==> src/rtl/piso_left_right_hs_nb_pkg.sv <==
// Shared encodings for the left/right PISO word shifter.
// Single-bit FSM state and frame-order constants.
package piso_left_right_hs_nb_pkg;

    localparam logic DIR_RIGHT = 1'b0;
    localparam logic DIR_LEFT  = 1'b1;

    localparam logic [0:0] ST_IDLE  = 1'b0;
    localparam logic [0:0] ST_SHIFT = 1'b1;

endpackage

==> src/rtl/piso_word_array.sv <==
// Word register array: parallel load, or one-word shift toward high (left) or low (right) index with zero fill.
// One cycle per load/shift; holds when neither control is asserted.
module piso_word_array
    import piso_left_right_hs_nb_pkg::*;
#(
    parameter int BUS_WIDTH  = 8,
    parameter int PISO_WIDTH = 4
) (
    input  logic                            clk,
    input  logic                            rst,
    input  logic                            load,
    input  logic                            shift,
    input  logic                            dir,
    input  logic [BUS_WIDTH*PISO_WIDTH-1:0] pin,
    output logic [BUS_WIDTH*PISO_WIDTH-1:0] words
);

    logic [BUS_WIDTH*PISO_WIDTH-1:0] words_q;
    logic [BUS_WIDTH*PISO_WIDTH-1:0] words_d;

    // Word k sits at bits k*BUS_WIDTH, so a whole-vector shift by one word moves every index and zero-fills.
    always_comb begin
        words_d = words_q;
        if (load) begin
            words_d = pin;
        end else if (shift) begin
            if (dir == DIR_LEFT) begin
                words_d = words_q << BUS_WIDTH;
            end else begin
                words_d = words_q >> BUS_WIDTH;
            end
        end
    end

    always_ff @(posedge clk or posedge rst) begin
        if (rst) begin
            words_q <= '0;
        end else begin
            words_q <= words_d;
        end
    end

    assign words = words_q;

endmodule

==> src/rtl/piso_left_right_hs_nb.sv <==
// Parallel-in serial-out word shifter with valid/ready on both sides; frame order chosen per frame by DIR.
// First word the cycle after load; consumer stalls (OUT_READY=0) hold the current word; IN_READY low while shifting.
module piso_left_right_hs_nb
    import piso_left_right_hs_nb_pkg::*;
#(
    parameter int BUS_WIDTH  = 8,
    parameter int PISO_WIDTH = 4
) (
    input  logic                            CLK,
    input  logic                            RST,
    input  logic [BUS_WIDTH*PISO_WIDTH-1:0] PIN,
    input  logic                            DIR,
    input  logic                            IN_VALID,
    output logic                            IN_READY,
    output logic [BUS_WIDTH-1:0]            OUT,
    output logic                            OUT_VALID,
    input  logic                            OUT_READY,
    output logic                            OUT_LAST
);

    localparam int CNT_W = $clog2(PISO_WIDTH + 1);

    logic [0:0]                      state_q, state_d;
    logic [CNT_W-1:0]                cnt_q, cnt_d;
    logic                            dir_q, dir_d;
    logic                            load, beat, last;
    logic [BUS_WIDTH*PISO_WIDTH-1:0] words;
    logic [BUS_WIDTH-1:0]            head;

    assign load = (state_q == ST_IDLE) && IN_VALID;
    assign beat = (state_q == ST_SHIFT) && OUT_READY;
    assign last = (cnt_q == CNT_W'(1));

    always_comb begin
        state_d = state_q;
        cnt_d   = cnt_q;
        dir_d   = dir_q;
        if (load) begin
            state_d = ST_SHIFT;
            cnt_d   = CNT_W'(PISO_WIDTH);
            dir_d   = DIR;
        end else if (beat) begin
            cnt_d = cnt_q - CNT_W'(1);
            if (last) begin
                state_d = ST_IDLE;
            end
        end
    end

    always_ff @(posedge CLK or posedge RST) begin
        if (RST) begin
            state_q <= ST_IDLE;
            cnt_q   <= '0;
            dir_q   <= DIR_RIGHT;
        end else begin
            state_q <= state_d;
            cnt_q   <= cnt_d;
            dir_q   <= dir_d;
        end
    end

    piso_word_array #(
        .BUS_WIDTH  (BUS_WIDTH),
        .PISO_WIDTH (PISO_WIDTH)
    ) u_array (
        .clk   (CLK),
        .rst   (RST),
        .load  (load),
        .shift (beat),
        .dir   (dir_q),
        .pin   (PIN),
        .words (words)
    );

    // The word leaving next is always at the end the array shifts toward.
    assign head = (dir_q == DIR_LEFT) ? words[(PISO_WIDTH-1)*BUS_WIDTH +: BUS_WIDTH]
                                      : words[BUS_WIDTH-1:0];

    assign IN_READY  = (state_q == ST_IDLE);
    assign OUT_VALID = (state_q == ST_SHIFT);
    assign OUT       = OUT_VALID ? head : '0;
    assign OUT_LAST  = OUT_VALID && last;

endmodule
==> config.mk <==
export PLATFORM = sky130hd
export DESIGN_NAME = piso_left_right_hs_nb
export DESIGN_NICKNAME = d
export VERILOG_FILES = /design/src/rtl/piso_left_right_hs_nb_pkg.sv /design/src/rtl/piso_word_array.sv /design/src/rtl/piso_left_right_hs_nb.sv
export SDC_FILE = /design/constraint.sdc
export NUM_CORES = 1
export LEC_CHECK = 0
export ABC_AREA = 1
export CAP_MARGIN = 20
export CORE_ASPECT_RATIO = 1.4
export CORE_MARGIN = 4
export CORE_UTILIZATION = 51
export DETAILED_ROUTE_END_ITERATION = 8
export PLACE_DENSITY = 0.89
export REMOVE_ABC_BUFFERS = 1
export SLEW_MARGIN = 30
export SYNTH_ARGS = -nofsm -noshare
export SYNTH_HDL_FRONTEND = slang
export SYNTH_SLANG_ARGS = --single-unit
==> constraint.sdc <==
create_clock -name CLK -period 1.2 [get_ports CLK]
set_input_delay 0.24 -clock CLK [delete_from_list [all_inputs] [get_ports CLK]]
set_output_delay 0.24 -clock CLK [all_outputs]
set_load 0.05 [all_outputs]
==> impl_metrics.tcl <==
set metrics [dict create \
    synth.top_cell.area_share_pct 40.3 \
    avgSynthCellArea_um2 6.62 \
    ios 48 \
    max_stage_delay_ps 420 \
    startpoint_type "register" \
    powerDensity_mw_per_mm2 2720 \
    wire_per_inst_um 20.8 \
    antenna_cells 0 \
    crit_type "reg -> out" \
    synth_top_family_by_area "simple AND/OR/NAND/NOR gates" \
    cts-hold-fix-buffers 0 \
    cts_buffers 5 \
    start_util_pct 53.3 \
    grt.overflow.total 0 \
    dp_hpwl_um 4220 \
    synth_top_area_cell "dfrtp_1" \
    htree_levels 2 \
    cts_max_path_buffers 2 \
    wirelength_um 10100 \
    leakagePower_nw 2.06 \
    num_vias 2989 \
    clkTransAtPathRegs_ps 80 \
    post-route-min-period_ps 1670 \
    path_buf_inv 2 \
    slew_violations 0 \
    min_period_over_period_pct 140 \
    syn_area_mm2 0.00230 \
    layout_commonest_cell "nand2_1" \
    grtUsageTotal_pct 27.3 \
    violations "negative setup slack" \
    path_delay_family "flip-flops" \
    synthTopCellsByArea "dfrtp_1 40%, nand2_1 27%, nand3_1 7.2%" \
    setup_violations 48 \
    synthXorXnorAreaFrac_pct 0 \
    critPathArrivalTime_ps 1430 \
    grt_max_degree 38 \
    port_buffers 47 \
    synth.area.mux_share_pct 0 \
    status "complete, but fails checks" \
    antenna_left 0 \
    synth_compound_gate_area_share_pct 6.15 \
    cts.sinks 37 \
    nFillCells 192 \
    grt_pass1_vias 2517 \
    row_count 28 \
    rsz0062_at_grt "yes" \
    core_area_mm2 0.00431 \
    skew_ps 11.8 \
    die_w_um 64.7 \
    hp-class "in -> async" \
    maxSlewHeadroom_pct 80.6 \
    endpoint_kind "primary output" \
    dpl_worst_slack_ps -308 \
    die_y_um 87.4 \
    slowest_stage "dfrtp_1" \
    grt_first_pass_wirelength_um 11600 \
    hold_viol_final 0 \
    clockRootBuffer "clkbuf_8" \
    synth.yosys.seq_area_share_pct 40.3 \
    area.growth.synth_to_final_pct 63.8 \
    tritoncts "yes" \
    nNetsFinal 464 \
    yosys_register_bits 37 \
    drt_iter0_markers 508 \
    vdd_drop_max_mv 1.67 \
    gp_congestion 0.844 \
    crit_fanout 6 \
    antenna_found_initial 0 \
    tightest_slew_ps 291 \
    path_cells "buf_4 -> o21ai_0 -> nor2_1 -> buf_6" \
    yosysWarnings 0 \
    worst_slack_ps -474 \
    drive_above_1_share_pct 34.8 \
    synthAdderAreaFrac_pct 1.09 \
    route.detailed.drc 0 \
    final_util_pct 87.3 \
    synthCells 347 \
    viasPerCell 6.16 \
    synthSimpleGateAreaFrac_pct 40.4 \
    max_freq_ghz 0.597 \
    ys_types 21 \
    clock_latency_ps 310 \
    cap_violations 0 \
    required_ps 960 \
    detail_route.first_pass.iterations 5 \
    die_area_mm2 0.00566 \
    layout_common_cells "117 x nand2_1, 37 x dfrtp_1, 35 x clkdlybuf4s50_1, 31 x inv_1, 27 x nand2_2" \
]
## path summary, 6_finish.rpt
path / depth (start not counted) / slack [ps] / to / start
setup / recovery: 4 / -470 / OUT[1] / dir_q
hold / removal: 3 / 300 / u_array.words[24] / RST
setup reg to reg: 9 / -350 / u_array.words[1] / OUT_VALID
hold reg to reg: 2 / 510 / u_array.words[18] / u_array.words[18]
max in group asynchronous: 3 / 700 / u_array.words[7] / RST
min in group CLK: 2 / 510 / u_array.words[18] / u_array.words[18]
## where the power goes
group	total, mW	switching [mW]	internal [mW]	leakage (nW)
Sequential	2.50	0.731	1.77	0.487
Clock	0.928	0.472	0.456	0.0443
Combinational	6.79	4.02	2.77	1.53
## sequential cells by signal, summed over array words and instances, names as in the netlist
| name | flops |
|---|---|
| u_array.words | 32 |
| dir_q | 1 |
| cnt_q | 3 |
| OUT_VALID | 1 |
## cells in the mapped netlist (all sizes together)
| master | n |
|---|---|
| a21oi | 1 |
| buf | 17 |
| clkbuf | 2 |
| dfrtp | 37 |
| ha | 2 |
| inv | 37 |
| nand2 | 167 |
| nand3 | 33 |
| nand3b | 1 |
| nor2 | 21 |
| nor3 | 2 |
| o21ai | 26 |
| o22ai | 1 |
## cell type report
| class | instances | area, µm² | share of cell area (%) |
|---|---|---|---|
| multi-input cells | 254 | 1480 | 39.3 |
| repair buffers | 87 | 980 | 26.0 |
| flip-flops and latches | 37 | 926 | 24.6 |
| inverters | 37 | 165 | 4.39 |
| clock buffers | 7 | 86.3 | 2.29 |
| well taps | 60 | 75.1 | 2.00 |
| repair inverters | 3 | 52.6 | 1.40 |
## worst min-delay path, cell delays in order
cell and delay (ps):
clkdlybuf4s50_1 400, inv_1 100, buf_12 240
## repair_timing
action	CTS	global route
setup buffers	8	3
pin swaps	10	40
cloned	3	1
setup endpoints to repair	42	47
gates resized for setup	70	91
## logic make-up after synthesis
group | count (synthesis)
AOI/OAI and AO/OA | 28
adders and majority gates | 2
and+or+nand+nor | 224
buffers and inverters | 56
DFF | 37
## per-stage QoR
stage | hold WS [ps] | area, µm² | power (mW) | TNS (ps) | instances
2_1_floorplan | 361 | 2160 | 4.86 | -35080 | 328
3_3_place_gp | 484 | 3010 | 6.64 | -7830 | 464
3_5_place_dp | 488 | 3010 | 6.78 | -9190 | 464
4_1_cts | 316 | 3400 | 8.66 | -5770 | 481
5_1_grt | 332 | 3760 | 10.6 | -15040 | 485
6_report | 298 | 3760 | 10.2 | -14120 | 485
## routing by layer
metal	up-vias	global-route usage, %	part of all wire [%]
li1	1216	-	-
met1	1373	31.2	33
met2	301	47.2	48
met3	99	4.91	9.8
met4	0	16.0	9.2
met5	-	0	0
Power figures use the tool's default switching activity.
